**src/rtl/alu_mul_sequencer_pkg.sv**
```systemverilog
// Shared definitions for the shift-add multiplier sequencer.
//   - ALU control codes understood by the existing 64-bit ALU
//   - sequencer state encoding (2-bit)
package alu_mul_sequencer_pkg;

    localparam logic [3:0] ALU_CTRL_AND   = 4'h0;
    localparam logic [3:0] ALU_CTRL_OR    = 4'h1;
    localparam logic [3:0] ALU_CTRL_ADD   = 4'h2;
    localparam logic [3:0] ALU_CTRL_SUB   = 4'h6;
    localparam logic [3:0] ALU_CTRL_PASSB = 4'h7;

    typedef enum logic [1:0] {
        IDLE = 2'd0,
        RUN  = 2'd1,
        DONE = 2'd2
    } seqState_t;

endpackage

```
**src/rtl/alu_mul_sequencer_if.sv**
```systemverilog
// Bus between the multiplier sequencer and the shared combinational ALU.
//   alu_a/alu_b/alu_ctrl : operands and operation code towards the ALU
//   alu_w/alu_zero       : combinational result and zero flag back
// master = sequencer side, slave = ALU side.
interface alu_mul_sequencer_if #(
    parameter int WIDTH = 64
);
    logic [WIDTH-1:0] alu_a;
    logic [WIDTH-1:0] alu_b;
    logic [3:0]       alu_ctrl;
    logic [WIDTH-1:0] alu_w;
    logic             alu_zero;

    modport master (
        output alu_a, alu_b, alu_ctrl,
        input  alu_w, alu_zero
    );

    modport slave (
        input  alu_a, alu_b, alu_ctrl,
        output alu_w, alu_zero
    );
endinterface

```
**src/rtl/alu_mul_sequencer.sv**
```systemverilog
// Iterative shift-add multiplier that borrows the datapath ALU.
// One ALU ADD per multiplier bit; stops as soon as the remaining
// multiplier bits are zero. Returns the low WIDTH bits of the unsigned
// product plus the ALU zero flag of the final ADD.
// Ports:
//   CLK, Reset_L          clock, asynchronous active-low reset
//   start, mcand, mplier  request and operands (sampled in IDLE/DONE)
//   busy, done            high in RUN / one-cycle result-valid pulse
//   product, product_zero result, held until the next DONE
//   aluBus                master side of the ALU bus
module alu_mul_sequencer
    import alu_mul_sequencer_pkg::*;
#(
    parameter int         WIDTH      = 64,
    parameter logic [3:0] CTRL_ADD   = ALU_CTRL_ADD,
    parameter logic [3:0] CTRL_PASSB = ALU_CTRL_PASSB
) (
    input  logic                   CLK,
    input  logic                   Reset_L,
    input  logic                   start,
    input  logic [WIDTH-1:0]       mcand,
    input  logic [WIDTH-1:0]       mplier,
    output logic                   busy,
    output logic                   done,
    output logic [WIDTH-1:0]       product,
    output logic                   product_zero,
    alu_mul_sequencer_if.master    aluBus
);

    seqState_t        state;
    logic [WIDTH-1:0] acc;
    logic [WIDTH-1:0] mc;
    logic [WIDTH-1:0] mp;
    logic [WIDTH-1:0] mpNext;

    assign mpNext = mp >> 1;

    // ALU is only borrowed in RUN; otherwise it idles on PassB of zero.
    always_comb begin
        // NOTE: every combinational output gets a default first so no path leaves it unassigned (no latch).
        aluBus.alu_ctrl = CTRL_PASSB;
        aluBus.alu_a    = '0;
        aluBus.alu_b    = '0;
        if (state == RUN) begin
            aluBus.alu_ctrl = CTRL_ADD;
            aluBus.alu_a    = acc;
            aluBus.alu_b    = mp[0] ? mc : '0;
        end
    end

    always_ff @(posedge CLK or negedge Reset_L) begin
        if (!Reset_L) begin
            state        <= IDLE;
            busy         <= 1'b0;
            done         <= 1'b0;
            product      <= '0;
            product_zero <= 1'b0;
            acc          <= '0;
            mc           <= '0;
            mp           <= '0;
        end else begin
            // NOTE: state registers use non-blocking assignment so every read in this block sees pre-edge values.
            case (state)
                IDLE, DONE: begin
                    done <= 1'b0;
                    if (start) begin
                        acc   <= '0;
                        mc    <= mcand;
                        mp    <= mplier;
                        busy  <= 1'b1;
                        state <= RUN;
                    end else begin
                        state <= IDLE;
                    end
                end
                RUN: begin
                    acc <= aluBus.alu_w;
                    mc  <= mc << 1;
                    mp  <= mpNext;
                    // Early exit: no set bits left means no further ADD can change acc.
                    if (mpNext == '0) begin
                        product      <= aluBus.alu_w;
                        product_zero <= aluBus.alu_zero;
                        busy         <= 1'b0;
                        done         <= 1'b1;
                        state        <= DONE;
                    end
                end
                default: begin
                    busy  <= 1'b0;
                    done  <= 1'b0;
                    state <= IDLE;
                end
            endcase
        end
    end

endmodule

```
**src/flat_wrapper.sv**
```systemverilog
// flat-port wrapper written by rule: the top's interface ports become plain ports
module alu_mul_sequencer_flat import alu_mul_sequencer_pkg::*;
#(
    parameter int         WIDTH      = 64,
    parameter logic [3:0] CTRL_ADD   = ALU_CTRL_ADD,
    parameter logic [3:0] CTRL_PASSB = ALU_CTRL_PASSB
)
  (CLK, Reset_L, start, mcand, mplier, busy, done, product, product_zero, aluBus_alu_a, aluBus_alu_b, aluBus_alu_ctrl, aluBus_alu_w, aluBus_alu_zero);
  alu_mul_sequencer_if #(.WIDTH(WIDTH)) aluBus_i ();
  input  logic CLK;
  input  logic Reset_L;
  input  logic start;
  input  logic [WIDTH-1:0] mcand;
  input  logic [WIDTH-1:0] mplier;
  output logic busy;
  output logic done;
  output logic [WIDTH-1:0] product;
  output logic product_zero;
  output wire logic [$bits(aluBus_i.alu_a)-1:0] aluBus_alu_a;
  output wire logic [$bits(aluBus_i.alu_b)-1:0] aluBus_alu_b;
  output wire logic [$bits(aluBus_i.alu_ctrl)-1:0] aluBus_alu_ctrl;
  input wire logic [$bits(aluBus_i.alu_w)-1:0] aluBus_alu_w;
  input wire logic [$bits(aluBus_i.alu_zero)-1:0] aluBus_alu_zero;
  assign aluBus_alu_a = aluBus_i.alu_a;
  assign aluBus_alu_b = aluBus_i.alu_b;
  assign aluBus_alu_ctrl = aluBus_i.alu_ctrl;
  assign aluBus_i.alu_w = aluBus_alu_w;
  assign aluBus_i.alu_zero = aluBus_alu_zero;
  alu_mul_sequencer #(.WIDTH(WIDTH), .CTRL_ADD(CTRL_ADD), .CTRL_PASSB(CTRL_PASSB)) u_core (.CLK(CLK), .Reset_L(Reset_L), .start(start), .mcand(mcand), .mplier(mplier), .busy(busy), .done(done), .product(product), .product_zero(product_zero), .aluBus(aluBus_i));
endmodule
```
**config.mk**
```make
export PLATFORM = sky130hd
export DESIGN_NAME = alu_mul_sequencer_flat
export DESIGN_NICKNAME = d
export VERILOG_FILES = /design/src/rtl/alu_mul_sequencer_pkg.sv /design/src/rtl/alu_mul_sequencer_if.sv /design/src/rtl/alu_mul_sequencer.sv /design/src/flat_wrapper.sv
export SDC_FILE = /design/constraint.sdc
export NUM_CORES = 1
export LEC_CHECK = 0
export ABC_AREA = 1
export BUFFER_PORTS_ARGS = -buffer_cell sky130_fd_sc_hd__clkbuf_2
export CORE_ASPECT_RATIO = 1.5
export CORE_MARGIN = 5
export CORE_UTILIZATION = 51
export DETAILED_ROUTE_END_ITERATION = 8
export PLACE_DENSITY = 0.92
export RECOVER_POWER = 25
export SKIP_LAST_GASP = 1
export SLEW_MARGIN = 10
export SYNTH_ARGS = -nofsm -noshare
export SYNTH_HDL_FRONTEND = slang
export SYNTH_SLANG_ARGS = --single-unit
```
**constraint.sdc**
```tcl
create_clock -name CLK -period 2 [get_ports CLK]
set_input_delay 0.4 -clock CLK [delete_from_list [all_inputs] [get_ports CLK]]
set_output_delay 0.4 -clock CLK [all_outputs]
set_load 0.1 [all_outputs]
```
== Word level (Yosys, flattened, before mapping) ==
Index checks and enable logic that the tools add are counted.

* Register bits after elaboration: 261
* Output and inout bits: 199

* Equality and inequality tests: 4
* Multiplexer cells: 18
* Reductions and logical operators: 7

{| class="wikitable"
|+ Operators by type and width
! operator !! number
|-
| 2-to-1 mux 64 bit || 6
|-
| case mux 64 bit (2 select lines) || 3
|-
| zero test 64 bit || 1
|-
| AND reduction 2 bit || 3
|-
| 2-to-1 mux 1 bit || 5
|-
| inequality test 2 bit, second input constant || 2
|-
| case mux 2 bit (2 select lines) || 1
|-
| 2-to-1 mux 3 bit || 1
|-
| == test 2 x 1 -> 1 bit, second input constant || 1
|-
| == test 2 bit, second input constant || 1
|-
| zero test 2 bit || 1
|-
| 2-to-1 mux 2 bit || 1
|-
| case mux 1 bit (2 select lines) || 1
|-
| nonzero test 2 bit || 1
|-
| OR reduction 2 bit || 1
|}

== Longest topological paths before layout ==
Gate-level depths: netlist of the first run.

* Word-level depth: 4
* Gate-level depth with buffers: 10
* Depth with buffers taken out: 9

== Worst setup path before layout of the first run ==
No wires, ideal clock.

* Path type: flip-flop to output port
* Start: register u_core.state[1]
* End: output aluBus_alu_a[43]
* Arrival time: 3.396 ns
* Required time: 1.600 ns
* Slack: -1.796 ns
* Cell stages (with the launch flop): 6
* Path buffers: 2
* Cell sequence: dfrtp_1 -> nor2_2 -> inv_2 -> clkbuf_1 -> clkbuf_1 -> nor2_1

* Word-level cells in the longest chain between the ends: 2

{| class="wikitable"
|+ RTL lines
! element !! RTL line !! text
|-
| start: declaration || alu_mul_sequencer.sv:30 || <nowiki>seqState_t state;</nowiki>
|-
| start signal: assignment || alu_mul_sequencer.sv:53 || <nowiki>state <= IDLE;</nowiki>
|-
| start signal: assignment || alu_mul_sequencer.sv:71 || <nowiki>state <= RUN;</nowiki>
|-
| start signal: assignment || alu_mul_sequencer.sv:73 || <nowiki>state <= IDLE;</nowiki>
|-
| == test 2 x 1 -> 1 bit || alu_mul_sequencer.sv:44 || <nowiki>if (state == RUN) begin</nowiki>
|-
| 2-to-1 mux 64 bit || alu_mul_sequencer.sv:44 ||
|-
| end: declaration || flat_wrapper.sv:19 || <nowiki>output wire logic [$bits(aluBus_i.alu_a)-1:0] aluBus_alu_a;</nowiki>
|}

Every way passes these cells.

== Final worst setup path of the first run ==
* Start: register u_core.state[1]
* End: output aluBus_alu_a[28]

The elaborated chain is that of the path after synthesis.

==> key figures, run 1 <==
Worst setup path
  – FF-to-FF path depth: 7
  – Req. time, crit path: approximately 1.6 ns
  – Worst setup endpoint: aluBus_alu_a[28]
  – CP Max Fanout: 15
  – Critical Path End Type: output pin
  – Worst r2r dst: u_core.product[46]$_DFFE_PN0P_
  – Reg-to-Reg Start: u_core.state[1]$_DFFE_PN0P_
  – Setup crit start kind: register
  – Critical path origin: u_core.state[1]$_DFFE_PN0P_
  – Worst EP arrival: roughly 1.9 ns
  – WS Path Type: reg -> out
  – Reg-to-reg setup timing slack: -0.10 ns

Floorplan
  – # rows: 68
  – Io pins: roughly 400
  – Die Y: roughly 200 µm
  – Die area: around 26,000 µm²
  – Placeable Area: 22,800 µm²
  – Initial Utilization: 51.4%
  – Chip Width: 134 µm

Cells and area
  – Area grow syn2layout: 54.2%
  – Share of cells above drive strength 1: between 30% and 40%
  – Fin cells: roughly 2,000
  – FILL cells: 1,146
  – Fin nets: 1,901
  – Diodes inserted: 0
  – Final Cell Area: 18,100 µm²

Clock network
  – Clk sinks: between 200 and 300
  – Clock buffer depth: 3
  – CTS Buf Count: 25
  – Worst skew pair latency: 0.52 ns
  – H-tree Lvls: 1
  – CTS tree: yes
  – Root Buffer: clkbuf_16
  – Clk slew on worst S/H paths: about 0.07 ns

Placement
  – GP Congestion: between 0.8 and 0.9
  – DP Cell Count: 1,948
  – DP HPWL: approximately 30,000 µm
  – Buffers added on ports: about 390
  – Setup WS pre-CTS: -0.0483 ns
  – Dpl cell area: 17,000 µm²

STA
  – Fmax: between 400 and 500 MHz
  – Hold Fails Final Rpt: 0
  – Tmin final: between 2 and 2.5 ns
  – Slew Viols, Final: 0
  – Slew HR: under 10%
  – Setup violators final: 161
  – Min Hold Slack: just under 0.1 ns
  – Worst Tran Pin Value: 1.45 ns
  – Final period util: 117%
  – Final setup margin: -0.334 ns
  – Clock skew: 0.0228 ns
  – RSZ-0062 raised after global routing: yes

Pwr
  – Total power: around 0.027 W
  – Worst VDD drop: ~1400 µV
  – Lkg Pwr: 8.90 nW
  – Power Density: ~1500 nW/µm²

Synthesis
  – Ranking of synthesized cells by area: dfrtp_1, inv_1, nand2_1
  – Area share of the largest cell type after synthesis: between 50% and 60%
  – Main synth FF type: dfrtp_1
  – Post-synthesis cell count: between 1,000 and 1,500
  – Synth area leader: dfrtp_1
  – Most numerous cell in the Yosys netlist: dfrtp_1
  – Top cells by count, synth: dfrtp_1, inv_1, nand2_1
  – EDFF count, synth: 0
  – Synth unique cells: 21
  – Async S/R FF share, synth: between 90% and 100%
  – Seq cells post-synth: between 200 and 300
  – Syn_area_per_cell: ~8.8 µm²
  – Mapped Nets: about 1,500
  – Sequential area share after synthesis: roughly 56%
  – Mapped Area: about 12,000 µm²
  – YS warnings: 0

Run
  – Total of max-cap violations: 0

Global routing
  – Largest net degree at the start of global routing: between 100 and 150
  – Initial antenna violation count: 0
  – Vias in the first global route: 12,131
  – Total global-route track usage: between 30% and 40%
  – GRT Residual Overflow: 0
  – First-pass GRT wire length: 65,700 µm

Detailed routing
  – Via count: 11,554
  – Routed WL: roughly 43,000 µm
  – Router iterations before antenna repair: 7
  – Vias/cell: roughly 5.8
  – Detail-routed net length per standard cell: approximately 21 µm
  – Antenna-violating nets left: 0
  – Iter 0 DRT Violations: 891
  – DRC: 0

Hold path
  – Hold crit path type: in -> reg

Run status
  – Status: finished, violations left
  – Failing checks: setup timing
-- metrics by stage --
step	utilization (%)	TNS (ns)
after global placement	74.6	0
after floorplan	-	-19.51
after CTS	79.1	-39.78
after detailed placement	74.6	-0.188
after global routing	79.3	-45.43
final	79.3	-34.67
-- per-layer routing --
metal / global-route usage [%] / vias to the layer above / part of all wire (%)
li1: - / 5029 / -
met1: 34.0 / 5554 / 32
met2: 56.4 / 752 / 52
met3: 4.77 / 219 / 7.0
met4: 21.5 / 0 / 8.6
met5: 0 / - / 0
-- flip-flops by register name, indices dropped and copies added (netlist names) --
signal and count:
u_core.mc 64, u_core.busy 1, u_core.product 64, u_core.mp 64
u_core.acc 64, u_core.product_zero 1, u_core.state 2
-- critical path, stage by stage, from the launching register on --
cell	delay (ns)
dfrtp_4	0.49
nor2_4	0.11
buf_12	0.14
inv_12	0.07
buf_16	0.17
buf_12	0.14
nor2_4	0.10
buf_12	0.18
-- layout make-up --
class	count	area [µm²]	share of cell area [%]
clock buffer	34	719	3.98
clock inverter	11	98.8	0.547
inverter	259	985	5.45
multi-input combinational	715	4730	26.2
sequential	260	6510	36.0
tap	280	350	1.94
timing repair buffer	444	4680	25.9
-- where the power goes --
part	internal, W	total [W]	switching [W]
sequential	0.00662	0.00727	0.000646
combinational	0.00491	0.0151	0.0102
clock	0.00267	0.00475	0.00208
-- worst min-delay path by stage --
stage	from	end	slack (ns)	depth (start not counted)
3_5_place_dp	Reset_L	u_core.mc[56]$_DFFE_PN0P_	0.37	1
3_3_place_gp	Reset_L	u_core.mc[56]$_DFFE_PN0P_	0.36	1
2_1_floorplan	Reset_L	u_core.acc[0]$_DFFE_PN0P_	0.10	0
6_report	mcand[50]	u_core.mc[50]$_DFFE_PN0P_	0.1	3
5_1_grt	mcand[23]	u_core.mc[23]$_DFFE_PN0P_	0.1	3
4_1_cts	mcand[50]	u_core.mc[50]$_DFFE_PN0P_	0.08	3
-- cells by family (layout without fill, tap and decap cells) --
group | after synthesis | count (layout) | share of synthesized area, %
AO/OA/AOI/OAI | 319 | 319 | 19.1
buffers and inverters | 352 | 748 | 12.6
flip-flops | 260 | 260 | 55.5
other | 2 | 2 | 0.0641
AND/OR/NAND/NOR | 394 | 394 | 12.7
-- placed cells by master, fill, tap and decap left out, types with 2 or more instances in the layout --
cell	n
o211ai_1	62
clkbuf_1	3
clkinvlp_4	2
clkbuf_4	2
inv_1	257
clkinv_2	5
conb_1	2
buf_16	5
dfrtp_1	259
o22ai_1	65
buf_8	2
buf_4	20
nor2_2	2
clkbuf_2	262
inv_6	2
o21ai_1	15
nand2_1	218
nor2_4	128
clkbuf_8	6
nor2_1	42
clkbuf_16	27
o221ai_1	63
o21ai_2	45
buf_12	145
buf_6	3
o21ai_0	68
-- repair_timing --
| item | CTS | global route |
|---|---|---|
| pin swaps | 6 | 5 |
| hold endpoints to repair | 47 | 0 |
| cloned | 3 | 2 |
| resized for setup | 12 | 6 |
| hold buffers | 1 | 0 |
| setup endpoints to repair | 165 | 193 |
| buffers inserted | 3 | 1 |
Note: power is estimated with default switching activity, not from simulation.
==> run 2, diff against run 1 <==
CORE_UTILIZATION = 52   (was 51)
CTS_BUF_LIST = sky130_fd_sc_hd__clkbuf_2 sky130_fd_sc_hd__clkbuf_4 sky130_fd_sc_hd__clkbuf_8   (was default)
PLACE_DENSITY = 0.93   (was 0.92)
==> run 2 against run 1 <==
The run still ends with setup timing left; fmax shrank 0.35%; cell count grew 1.6%; clock skew increased by 0.0038 ns; via count is 3.9% higher; global-route usage increased by 1.5 points; critical path type unchanged; largest power group unchanged.
==> key figures, run 2 (synthesis gave the netlist of run 1 again) <==
Pwr
  – Lkg Pwr: 9.05 nW
  – Clock Power Share: about 17%
  – Worst VDD drop: about 1500 µV
  – Internal Power: ~0.014 W
  – Comb pwr share: 56.3%
  – P_sw: between 0.01 and 0.015 W
  – Power Density: 1500 nW/µm²
  – Switching portion of total power: ~48%
  – Flop pwr share: a little over a quarter

Placement
  – DP HPWL: between 30,000 and 40,000 µm
  – Setup WS pre-CTS: about 0.11 ns
  – Buffers added on ports: 392
  – Dpl cell area: 17,000 µm²
  – GP Congestion: between 0.8 and 0.9

Clock network
  – Root Buffer: clkbuf_8
  – Worst skew pair latency: 0.54 ns
  – CTS tree: yes
  – H-tree Lvls: 2
  – CTS Buf Count: 41
  – Clk sinks: between 200 and 300
  – Clk slew on worst S/H paths: about 0.06 ns
  – Clock buffer depth: 3

Hold path
  – Hold crit path type: in -> reg

Global routing
  – GRT Residual Overflow: 0
  – Largest net degree at the start of global routing: approximately 130
  – Vias in the first global route: about 12,000
  – First-pass GRT wire length: between 60,000 and 70,000 µm
  – Initial antenna violation count: 4
  – Total global-route track usage: between 30% and 40%

Cells and area
  – Final Cell Area: approximately 18,000 µm²
  – Commonest non-fill, non-tap cell in the layout: clkbuf_2
  – Fin nets: 1,925
  – Share of cells above drive strength 1: around two fifths
  – Most frequent cells in the layout: clkbuf_2, dfrtp_1, inv_1, nand2_1, buf_12
  – Area grow syn2layout: 56.4%

Floorplan
  – # rows: 67
  – Placeable Area: 22,300 µm²
  – Die Y: 194 µm
  – Initial Utilization: 52.5%
  – Io pins: about 400
  – Chip Width: about 130 µm
  – Die area: about 26,000 µm²

STA
  – Final setup margin: -0.342 ns
  – Fmax: 427 MHz
  – Hold Fails Final Rpt: 0
  – RSZ-0062 raised after global routing: yes
  – Min Hold Slack: about 0.08 ns
  – Slew Viols, Final: 0
  – Slew HR: 24.7%
  – Tmin final: 2.34 ns
  – Final period util: 117%
  – Setup violators final: 130
  – Worst Tran Pin Value: 1.13 ns
  – Clock skew: about 0.027 ns

Detailed routing
  – Via count: roughly 12,000
  – Router iterations before antenna repair: 8
  – DRC: 0
  – Antenna-violating nets left: 0
  – Iter 0 DRT Violations: a little over 1,000
  – Detail-routed net length per standard cell: between 20 and 25 µm
  – Routed WL: about 47,000 µm
  – Vias/cell: 5.90

Run
  – Total of max-cap violations: 0

Worst setup path
  – Critical Path End Type: output pin
  – CP Max Fanout: 6
  – Setup crit start kind: register
  – WS Path Type: reg -> out
  – Worst EP arrival: 1.94 ns
  – Req. time, crit path: about 1.6 ns

Run status
  – Status: finished, violations left
  – Failing checks: setup timing
==> run 2: cell count changes in the layout (fill, tap and decap cells not counted), sizes merged <==
cell	change
clkinvlp	-1
bufinv	-1
inv	-2
nand2	+1
buf	-3
clkinv	-1
clkbuf	+40
diode	+4
==> run 2: cell type report <==
| class | instances | area (µm²) |
|---|---|---|
| Inverter | 259 | 988 |
| Clock inverter | 6 | 32.5 |
| Antenna cell | 4 | 10.0 |
| Timing Repair Buffer | 451 | 4880 |
| Sequential cell | 260 | 6510 |
| Tap cell | 276 | 345 |
| Clock buffer | 64 | 806 |
| Multi-Input combinational cell | 716 | 4750 |
| Fill cell | 1060 | 3980 |
==> run 2: layer usage <==
| layer | part of all wire [%] | track usage, % | vias up |
|---|---|---|---|
| li1 | - | - | 5083 |
| met4 | 7.9 | 22.4 | 0 |
| met5 | 0 | 0 | - |
| met3 | 7.6 | 6.59 | 255 |
| met1 | 32 | 35.4 | 5793 |
| met2 | 52 | 58.1 | 872 |
==> run 2: final timing paths <==
kind	cells after the start	startpoint	endpoint	slack (ns)
worst min register to register	1	u_core.state[0]$_DFFE_PN0P_	u_core.busy$_DFFE_PN0P_	0.48
min in group asynchronous	2	Reset_L	u_core.mc[57]$_DFFE_PN0P_	0.65
worst max-delay path	7	u_core.state[1]$_DFFE_PN0P_	aluBus_alu_b[44]	-0.34
max in group asynchronous	3	Reset_L	u_core.acc[38]$_DFFE_PN0P_	0.21
worst min-delay path	3	mcand[32]	u_core.mc[32]$_DFFE_PN0P_	0.08
worst max register to register	9	u_core.mp[42]$_DFFE_PN0P_	u_core.product[61]$_DFFE_PN0P_	0.14
==> run 2: power groups by stage <==
stage / clock network [W] / logic [W] / registers (W)
after global placement: 0 / 0.0143 / 0.00719
final: 0.00465 / 0.0155 / 0.00733
after detailed placement: 0 / 0.0146 / 0.00731
after floorplan: 0 / 0.00946 / 0.00766
after global routing: 0.00493 / 0.0160 / 0.00744
after CTS: 0.00465 / 0.0151 / 0.00725
==> run 2: what timing repair did <==
action | in CTS | in global routing
pin swaps | 8 | 8
hold endpoints to repair | 61 | 0
hold buffers | 1 | 0
gates cloned | 4 | 9
resized for setup | 22 | 10
endpoints found under the setup margin | 130 | 149
buffers inserted | 7 | 4
==> run 2: stage by stage <==
step / util, % / power [W] / setup TNS (ns) / cells
after global placement: 76.2 / 0.0214 / 0 / 1938
after CTS: 81.2 / 0.0270 / -42.97 / 2020
after global routing: 82.2 / 0.0284 / -43.88 / 2036
after floorplan: - / 0.0171 / -19.51 / 1327
after detailed placement: 76.2 / 0.0219 / 0 / 1938
final: 82.2 / 0.0274 / -35.04 / 2036
==> run 2: critical path, stage by stage, from the launching register on <==
cell and delay [ns]:
dfrtp_4 0.49, nor2_4 0.10, buf_6 0.13, nand2_8 0.10, buf_6 0.17, buf_6 0.11
nor2_4 0.13, buf_12 0.18
==> run 3, diff against run 2 <==
--- a/config.mk
+++ b/config.mk
@@ -7,3 +7,3 @@
 export LEC_CHECK = 0
-export ABC_AREA = 1
+export ABC_AREA = 0
 export BUFFER_PORTS_ARGS = -buffer_cell sky130_fd_sc_hd__clkbuf_2
@@ -14,4 +14,5 @@
 export DETAILED_ROUTE_END_ITERATION = 8
-export PLACE_DENSITY = 0.93
+export PLACE_DENSITY = 0.94
 export RECOVER_POWER = 25
+export SKIP_CTS_REPAIR_TIMING = 1
 export SKIP_LAST_GASP = 1
--- a/constraint.sdc
+++ b/constraint.sdc
@@ -3,2 +3,2 @@
 set_output_delay 0.4 -clock CLK [all_outputs]
-set_load 0.1 [all_outputs]
+set_load 0.005 [all_outputs]
==> run 3 against run 2 <==
The flow still finishes with violations (setup timing); combinational power down 95%; first-iteration DRC count down 22%; synthesized area down 2.5%; routed wire length down 18%; fmax up 4.9%; largest power group is now sequential cells; die area down 2.4%; clock power down 2%; non-clock buffer count up 24; utilization down 11 points; sequential power down 25%; synthesized cell count down 18%.
==> key figures, run 3 <==
Pwr
  – Clock Power Share: between 40% and 50%
  – Internal Power: ~0.0084 W
  – P_sw: ~0.0025 W
  – Power Density: slightly above 700 nW/µm²
  – Total power: between 0.01 and 0.015 W
  – Comb pwr share: approximately 7.4%
  – Worst VDD drop: roughly 480 µV
  – Flop pwr share: around 50%
  – Lkg Pwr: between 8 and 9 nW
  – Switching portion of total power: 23.1%

Global routing
  – Initial antenna violation count: 0
  – First-pass GRT wire length: 55,200 µm
  – Total global-route track usage: 27.7%
  – Vias in the first global route: about 11,000
  – GRT Residual Overflow: 0
  – Largest net degree at the start of global routing: 100

Detailed routing
  – Iter 0 DRT Violations: 794
  – Router iterations before antenna repair: 7
  – Routed WL: between 30,000 and 40,000 µm
  – WL met3: between 3000 and 4000 µm
  – Met2 wire len: 19,500 µm
  – Via count: 10,584
  – Highest metal used: met4
  – M1 WL: 13,300 µm
  – Antenna-violating nets left: 0
  – Vias/cell: just under 6
  – DRC: 0
  – Detail-routed net length per standard cell: roughly 21 µm

Synthesis
  – Async S/R FF share, synth: between 90% and 100%
  – Syn_area_per_cell: between 10 and 15 µm²
  – Synth area leader: dfrtp_1
  – Ranking of synthesized cells by area: dfrtp_1, nand2_1, mux2_4
  – Most numerous cell in the Yosys netlist: dfrtp_1
  – Main synth FF type: dfrtp_1
  – Synth unique cells: 25
  – Mapped Nets: around 1,300
  – EDFF count, synth: 0
  – Top cells by count, synth: dfrtp_1, nand2_1, clkbuf_1
  – Seq cells post-synth: 260
  – Sequential area share after synthesis: 57.0%
  – Mapped Area: 11,400 µm²
  – YS warnings: 0
  – Area share of the largest cell type after synthesis: a little under three fifths
  – Post-synthesis cell count: 1,089

Clock network
  – Clock buffer depth: 3
  – Worst skew pair latency: between 0.5 and 0.6 ns
  – Clk sinks: 260
  – CTS tree: yes
  – Root Buffer: clkbuf_8
  – Clk slew on worst S/H paths: ~0.06 ns
  – H-tree Lvls: 2
  – CTS Buf Count: 40

Floorplan
  – Initial Utilization: about 53%
  – Die Y: 191 µm
  – # rows: between 60 and 70
  – Die area: 25,100 µm²
  – Io pins: 395
  – Chip Width: between 100 and 150 µm
  – Placeable Area: approximately 22,000 µm²

Hold path
  – Hold crit path type: in -> reg
  – Worst min-delay path startpoint: mcand[50]
  – WHS Path Cells: 3
  – WHS Endpoint: u_core.mc[50]$_DFFE_PN0P_

STA
  – Slew Viols, Final: 0
  – Clock skew: approximately 0.025 ns
  – Worst Tran Pin Value: between 1 and 1.5 ns
  – Hold Fails Final Rpt: 0
  – Tmin final: 2.23 ns
  – Fmax: ~450 MHz
  – TNS Setup: -25.34 ns
  – Final setup margin: -0.233 ns
  – Setup violators final: about 190
  – Final period util: 112%
  – Slew HR: 3.72%
  – RSZ-0062 raised after global routing: yes

Worst setup path
  – Req. time, crit path: 1.60 ns
  – Reg-to-reg setup timing slack: -0.09 ns
  – Setup crit start kind: register
  – Worst EP arrival: between 1.5 and 2 ns
  – Cells along the critical path: nor2b_4 > buf_12 > clkbuf_16 > and2_1 > clkbuf_2
  – WS Path Type: reg -> out
  – CP Max Fanout: 10
  – CP max stage cell: dfrtp_1
  – Critical path origin: u_core.state[1]$_DFFE_PN0P_
  – Reg-to-Reg Start: u_core.mp[8]$_DFFE_PN0P_
  – Max incr delay on CP: approximately 0.43 ns
  – Worst r2r dst: u_core.product[55]$_DFFE_PN0P_
  – Critical Path End Type: output pin
  – FF-to-FF path depth: 7

Placement
  – GP Congestion: slightly below 0.9
  – DP HPWL: around 25,000 µm
  – Buffers added on ports: between 300 and 400

Cells and area
  – Share of cells above drive strength 1: 41.1%
  – Most frequent cells in the layout: clkbuf_2, dfrtp_1, nand2_1, a22o_1, nor2_1
  – Diodes inserted: 0
  – FILL cells: around 1,400
  – Area grow syn2layout: 34.0%
  – Commonest non-fill, non-tap cell in the layout: clkbuf_2
  – Total area of sequential cells: between 6000 and 7000 µm²
  – Fin nets: roughly 1,700
  – Multi-input logic area: 4630 µm²

Run status
  – Status: finished, violations left
  – Failing checks: setup timing

Run
  – Total of max-cap violations: 0
==> run 3: cell count changes after synthesis, moves of 64 or more <==
cell,previous run,this run
inv_1,258,3
o21ai_0,68,1
nor2_1,170,65
and3_1,0,64
o22ai_1,65,0
a22o_1,0,66
and2_1,0,64
==> run 3: layout make-up <==
cell class	count	area share (%)
clock inverters	5	0.360
well taps	272	2.22
multi-input cells	731	30.2
flip-flops and latches	260	42.5
inverters	3	0.106
repair buffers	475	19.6
clock buffers	61	4.99
==> run 3: cell families after synthesis <==
logic type	after synthesis	synth area share [%]
AND/OR/NAND/NOR	470	18.8
flip-flops	260	57.0
AO/OA/AOI/OAI	194	12.8
buffers and inverters	98	3.67
multiplexers	65	7.69
other	2	0.0658
==> run 3: how the worst max path moves through the flow <==
| stage | endpoint | slack (ns) | cells past startpoint |
|---|---|---|---|
| floorplan | u_core.product[24]$_DFFE_PN0P_ | 0.07 | 7 |
| global placement | u_core.product[48]$_DFFE_PN0P_ | -0.17 | 7 |
| detailed placement | u_core.product[47]$_DFFE_PN0P_ | -0.19 | 7 |
| CTS | aluBus_alu_b[42] | -0.45 | 4 |
| global route | aluBus_alu_a[29] | -0.32 | 5 |
| finish | aluBus_alu_a[42] | -0.23 | 5 |
==> run 3: stage by stage <==
step	instance area, µm²	hold WS, ns	setup WS (ns)	cells	util, %
after global routing	15300	0.0714	-0.317	1807	70.7
after floorplan	11400	0.104	0.0717	1089	-
after global placement	14100	0.348	-0.165	1723	65.0
final	15300	0.0891	-0.233	1807	70.7
after detailed placement	14100	0.355	-0.189	1723	65.0
after CTS	14900	-0.223	-0.445	1789	68.8
==> run 3: routing by layer <==
layer  global-route usage (%)  vias to the layer above
met1                     32.4                     5152
li1                         -                     4627
met4                     16.5                        0
met5                        0                        -
met3                     6.04                      171
met2                     46.1                      634
==> run 3: power groups by stage <==
stage	clock network, W	registers (W)	logic [W]
2_1_floorplan	0	0.00557	0.000233
3_3_place_gp	0	0.00559	0.000770
3_5_place_dp	0	0.00560	0.000798
4_1_cts	0.00464	0.00551	0.000808
5_1_grt	0.00489	0.00552	0.000884
6_report	0.00457	0.00552	0.000806
==> run 3: critical path, delay by kind of cell, from the launching register on <==
| family | cells | cell delay (ns) |
|---|---|---|
| simple gates | 2 | 0.38 |
| flops | 1 | 0.43 |
| buf+inv | 3 | 0.51 |
